<file path="src/rtl/fifo_pkg.sv">
// Shared definitions for the asynchronous FIFO: default geometry and
// pointer code conversions used by both the write and read controllers.
package fifo_pkg;

  localparam int ADDR_DEF = 4;
  localparam int DEPTH    = 2 ** ADDR_DEF;
  localparam int PTR_W    = ADDR_DEF + 1;

  function automatic logic [PTR_W-1:0] bin2gray(input logic [PTR_W-1:0] b);
    return b ^ (b >> 1);
  endfunction

  function automatic logic [PTR_W-1:0] gray2bin(input logic [PTR_W-1:0] g);
    logic [PTR_W-1:0] b;
    b[PTR_W-1] = g[PTR_W-1];
    for (int i = PTR_W - 2; i >= 0; i--) begin
      b[i] = b[i+1] ^ g[i];
    end
    return b;
  endfunction

endpackage

</file>
<file path="src/rtl/fifo_gray2bin.sv">
// Combinational Gray-to-binary converter: each binary bit is the XOR of
// all Gray bits at or above its position.
module fifo_gray2bin #(
  parameter int W = 5
) (
  input  logic [W-1:0] gray,
  output logic [W-1:0] bin
);

  assign bin[W-1] = gray[W-1];

  generate
    for (genvar gi = W - 2; gi >= 0; gi--) begin : g_prefix
      assign bin[gi] = bin[gi+1] ^ gray[gi];
    end
  endgenerate

endmodule

</file>
<file path="src/rtl/fifo_wr_ctrl.sv">
// Write-side controller of the asynchronous FIFO: owns the write pointers
// and derives full / almost-full / level / overflow from the synced read pointer.
module fifo_wr_ctrl
  import fifo_pkg::*;
#(
  parameter int ADDR         = ADDR_DEF,
  parameter int AFULL_THRESH = 2 ** ADDR - 2
) (
  input  logic            wr_clk,
  input  logic            rst,
  input  logic            wr_en,
  input  logic [ADDR:0]   sync_rd_ptr,
  output logic            mem_wr_en,
  output logic [ADDR-1:0] wr_addr,
  output logic [ADDR:0]   gr_wr_ptr,
  output logic            wr_full,
  output logic            wr_almost_full,
  output logic [ADDR:0]   wr_level,
  output logic            wr_overflow
);

  localparam int PW = ADDR + 1;
  localparam logic [PW-1:0] AF_T = PW'(AFULL_THRESH);

  logic [PW-1:0] bin_reg, bin_next;
  logic [PW-1:0] gray_reg, gray_next;
  logic [PW-1:0] level_reg, level_next;
  logic [PW-1:0] rd_bin;
  logic          full_reg, full_next;
  logic          afull_reg, afull_next;
  logic          ovf_reg, ovf_next;
  logic          accept;

  fifo_gray2bin #(.W(PW)) u_rd_g2b (
    .gray (sync_rd_ptr),
    .bin  (rd_bin)
  );

  // Gated by reset too, so a push held during reset never reaches the memory.
  assign accept = wr_en & ~full_reg & rst;

  always_comb begin
    bin_next   = bin_reg + {{ADDR{1'b0}}, accept};
    gray_next  = bin_next ^ (bin_next >> 1);
    full_next  = (gray_next == {~sync_rd_ptr[ADDR:ADDR-1], sync_rd_ptr[ADDR-2:0]});
    level_next = bin_next - rd_bin;
    afull_next = (level_next >= AF_T);
    ovf_next   = wr_en & full_reg;
  end

  always_ff @(posedge wr_clk or negedge rst) begin
    if (!rst) begin
      bin_reg   <= '0;
      gray_reg  <= '0;
      level_reg <= '0;
      full_reg  <= 1'b0;
      afull_reg <= 1'b0;
      ovf_reg   <= 1'b0;
    end else begin
      bin_reg   <= bin_next;
      gray_reg  <= gray_next;
      level_reg <= level_next;
      full_reg  <= full_next;
      afull_reg <= afull_next;
      ovf_reg   <= ovf_next;
    end
  end

  assign mem_wr_en      = accept;
  assign wr_addr        = bin_reg[ADDR-1:0];
  assign gr_wr_ptr      = gray_reg;
  assign wr_full        = full_reg;
  assign wr_almost_full = afull_reg;
  assign wr_level       = level_reg;
  assign wr_overflow    = ovf_reg;

endmodule

</file>
<file path="config.mk">
export PLATFORM = sky130hd
export DESIGN_NAME = fifo_wr_ctrl
export DESIGN_NICKNAME = d
export VERILOG_FILES = /design/src/rtl/fifo_pkg.sv /design/src/rtl/fifo_gray2bin.sv /design/src/rtl/fifo_wr_ctrl.sv
export SDC_FILE = /design/constraint.sdc
export NUM_CORES = 1
export LEC_CHECK = 0
export CAP_MARGIN = 20
export CORE_ASPECT_RATIO = 1.1
export CORE_UTILIZATION = 47
export DETAILED_ROUTE_END_ITERATION = 8
export PLACE_DENSITY_LB_ADDON = 0.2
export REMOVE_ABC_BUFFERS = 1
export SETUP_SLACK_MARGIN = 0.5
export SLEW_MARGIN = 20
export SYNTH_ARGS = -nofsm -noshare
export SYNTH_HDL_FRONTEND = slang
export SYNTH_HIERARCHICAL = 1
export SYNTH_SLANG_ARGS = --single-unit
</file>
<file path="constraint.sdc">
create_clock -name wr_clk -period 2.7 [get_ports wr_clk]
set_input_delay 0.405 -clock wr_clk [delete_from_list [all_inputs] [get_ports wr_clk]]
set_output_delay 0.405 -clock wr_clk [all_outputs]
set_load 0.01 [all_outputs]
</file>
==> impl_summary.txt <==
----------------------------------------------------
[Synth]
  Synthesis Warnings ... 6
  Flop and latch count out of synthesis ... 17
  Distinct cell type count of the synthesized netlist ... 25
  Number of cells produced by synthesis ... 80
  Post-Synthesis Cell Area ... ~950 µm²
  Average size of a mapped cell ... about 12 µm²
  Share of the yosys chip area belonging to registers ... approximately 45%

[Worst setup path]
  Critical path required time ... around 2.9 ns
  Data arrival time of the critical path ... 2.33 ns
  Startpoint-to-endpoint class of the critical path ... reg -> reg
  Crit path from ... wr_full
  Slowest stage cell on the critical path ... sky130_fd_sc_hd__dfrtp_1
  R2r worst-path depth ... 10
  Number of buffers and inverters on the critical path ... 0
  List of cells traversed by the critical path ... nor2_2 -> ha_2 -> ha_4 -> xor2_4 -> ha_4 -> nor2b_4 -> o21ai_2 -> nand2b_1 -> xnor2_2 -> a31o_2
  Capturing element type of the critical path ... flop
  Worst path most repeated cell ... sky130_fd_sc_hd__ha_4
  Worst setup SP type ... flop
  Startpoint of the lowest-slack register-to-register path ... wr_full
  Number of stages on the worst setup path ... 10
  Family with the most delay on the worst path ... adder cells
  Crit path max fanout ... 3
  Peak per-stage delay on the critical path ... 0.41 ns

[Flow run]
  Number of max-cap violations ... 0

[Global routing]
  Antenna violations before repair ... 0
  Global router's overall resource usage ... 19.0%
  Global-route wire length before repair ... 2960 µm
  Pin count of the biggest net entering global routing ... 18
  Residual overflow from global routing ... 0
  Number of global-route vias before repair ... 698

[Place]
  GP Congestion ... 0.780
  Port Buffer Count ... 25
  Cell Count Post-Placement ... 144
  Half-perimeter wire length after detailed placement ... ~1400 µm

[Layout]
  Area added between synthesis and finish ... 53.6%
  Fin nets ... between 100 and 150
  Number of standard cells in the layout, taps in and fillers out ... ~150
  Utilization after layout ... 79.6%
  Share of cells above drive strength 1 ... 35.2%
  Commonest cells after routing, fill and taps aside ... sky130_fd_sc_hd__clkdlybuf4s50_1, sky130_fd_sc_hd__buf_4, sky130_fd_sc_hd__dfrtp_1, sky130_fd_sc_hd__inv_1, sky130_fd_sc_hd__xor2_1
  Number of filler instances in the final layout ... between 100 and 150
  Number of inserted diodes ... 0

[STA]
  Setup repair after global routing missed its margin ... true
  Final hold violation count ... 0
  Setup clock skew after layout ... between 0.006 and 0.007 ns
  Minimum clock period ... roughly 2.1 ns
  Total count of max-transition violations in the final report ... 0
  Period utilization ... between 70% and 80%
  Final number of setup-violating endpoints ... 0
  Maximum operating frequency ... between 400 and 500 MHz
  Relative slew slack ... 68.6%
  Worst slew pin tran ... ~0.47 ns

[Clock network]
  Number of buffers inserted during clock tree synthesis ... 3
  Insertion delay to the later sink of the worst-skew pair ... between 0.2 and 0.3 ns
  TritonCTS clock tree ... built
  Clock slew at the register clock pins of the worst setup and hold paths ... ~0.1 ns
  CTS H-Tree Depth ... 1
  Count of clock tree sinks ... 17
  Maximum buffer depth of the clock tree ... 2
  Clock Tree Root ... sky130_fd_sc_hd__clkbuf_4
  Hold buffers post-CTS ... 0

[Worst hold path]
  Worst hold path class ... in -> async

[Floorplan]
  Row Count ... 16
  Placeable core area ... between 1500 and 2000 µm²
  Starting Density ... roughly half
  I/O Pins ... 26
  Area of the die ... 2220 µm²
  Horizontal die dimension ... roughly 45 µm
  Die Y-Extent ... ~50 µm

[Route]
  Detailed Route Iter0 Violations ... 3
  Mean number of vias per cell ... around 4.6
  Routed wire length ... about 1800 µm
  Number of remaining DRC errors ... 0
  Routed length per placed instance ... about 12 µm
  Routed vias ... just under 700
  Number of nets with antenna violations after detailed routing ... 0
  Iteration count of the initial detailed-routing pass ... 5

[Power and ir drop]
  Max IR drop VDD ... roughly 0.77 mV
  Ratio of total power to cell area ... roughly 1200 nW/µm²
  Leakage power ... around 0.69 nW

[Status]
  Status ... complete, no violations

----------------------------------------------------
==> cell type report <==
cell class,count,area [µm²],share of cell area [%]
tap,27,33.8,2.30
sequential,17,425,29.0
clock buffer,4,26.3,1.79
timing repair buffer,44,380,25.9
multi-input combinational,51,567,38.7
inverter,9,33.8,2.30
==> final timing paths <==
path	endpoint	slack, ns
hold / removal	wr_overflow	0.19
max in group asynchronous	gr_wr_ptr[1]	2.32
setup reg to reg	wr_almost_full	0.56
setup / recovery	wr_almost_full	0.56
hold reg to reg	wr_overflow	0.54
min in group wr_clk	wr_overflow	0.48
==> power breakdown <==
group / switching (mW) / internal, mW / total [mW]
Combinational: 0.512 / 0.674 / 1.19
Sequential: 0.102 / 0.385 / 0.487
Clock: 0.0768 / 0.0574 / 0.134
Total: 0.690 / 1.12 / 1.81
==> per-stage QoR <==
stage               hold slack, ns  setup WS [ns]  instance area (µm²)  setup TNS [ns]  total power [mW]
finish                       0.194          0.557                 1470               0              1.81
global route                 0.224          0.470                 1470               0              1.94
floorplan                    0.109          0.189                  922               0              1.05
detailed placement           0.501         -0.157                 1320          -0.157              1.53
global placement             0.507        -0.0627                 1320         -0.0627              1.50
CTS                          0.207          0.518                 1410               0              1.72
==> cell families (layout without fill, tap and decap cells) <==
group                    count (synthesis)  count (layout)  share of synthesized area [%]
XOR/XNOR                                23              23                           24.9
flip-flops                              17              17                           44.6
AND/OR/NAND/NOR                         14              14                           7.73
buffers and inverters                   12              57                           6.95
adder cells (fa/ha/maj)                  7               7                           9.96
AO/OA/AOI/OAI                            7               7                           5.90
==> layer usage <==
metal  up-vias  part of all wire (%)  global-route usage, %
li1        342                     -                      -
met3         4                   3.7                   2.22
met1       325                    41                   23.1
met5         -                     0                      0
met4         0                   2.1                   10.6
met2        21                    53                   31.4
==> what timing repair did <==
item,4_1_cts,5_1_grt
buffers inserted,3,1
gates resized for setup,18,12
pin swaps,9,12
setup endpoints to repair,5,1
==> Yosys cell counts <==
library cell	number	area share [%]
sky130_fd_sc_hd__nor2b_1	1	0.66
sky130_fd_sc_hd__nor4_2	1	1.3
sky130_fd_sc_hd__buf_2	1	0.52
sky130_fd_sc_hd__nand2_1	4	1.6
sky130_fd_sc_hd__xnor2_1	11	10
sky130_fd_sc_hd__a31o_2	1	0.92
sky130_fd_sc_hd__a2bb2oi_2	1	1.6
sky130_fd_sc_hd__buf_12	1	2.1
sky130_fd_sc_hd__ha_1	6	7.9
sky130_fd_sc_hd__fa_1	1	2.1
sky130_fd_sc_hd__nor2_1	3	1.2
sky130_fd_sc_hd__a21bo_1	1	1.0
sky130_fd_sc_hd__nand4_1	1	0.66
sky130_fd_sc_hd__nand2b_1	1	0.66
sky130_fd_sc_hd__a21oi_1	2	1.0
sky130_fd_sc_hd__buf_4	1	0.79
sky130_fd_sc_hd__xnor3_1	1	2.4
sky130_fd_sc_hd__inv_1	9	3.5
sky130_fd_sc_hd__xor2_1	8	7.3
sky130_fd_sc_hd__and2_1	1	0.66
sky130_fd_sc_hd__dfrtp_1	17	45
sky130_fd_sc_hd__nand3_1	2	1.0
sky130_fd_sc_hd__o21ai_0	1	0.52
sky130_fd_sc_hd__xor2_2	3	5.1
sky130_fd_sc_hd__a21o_1	1	0.79
Power figures use the tool's default switching activity.
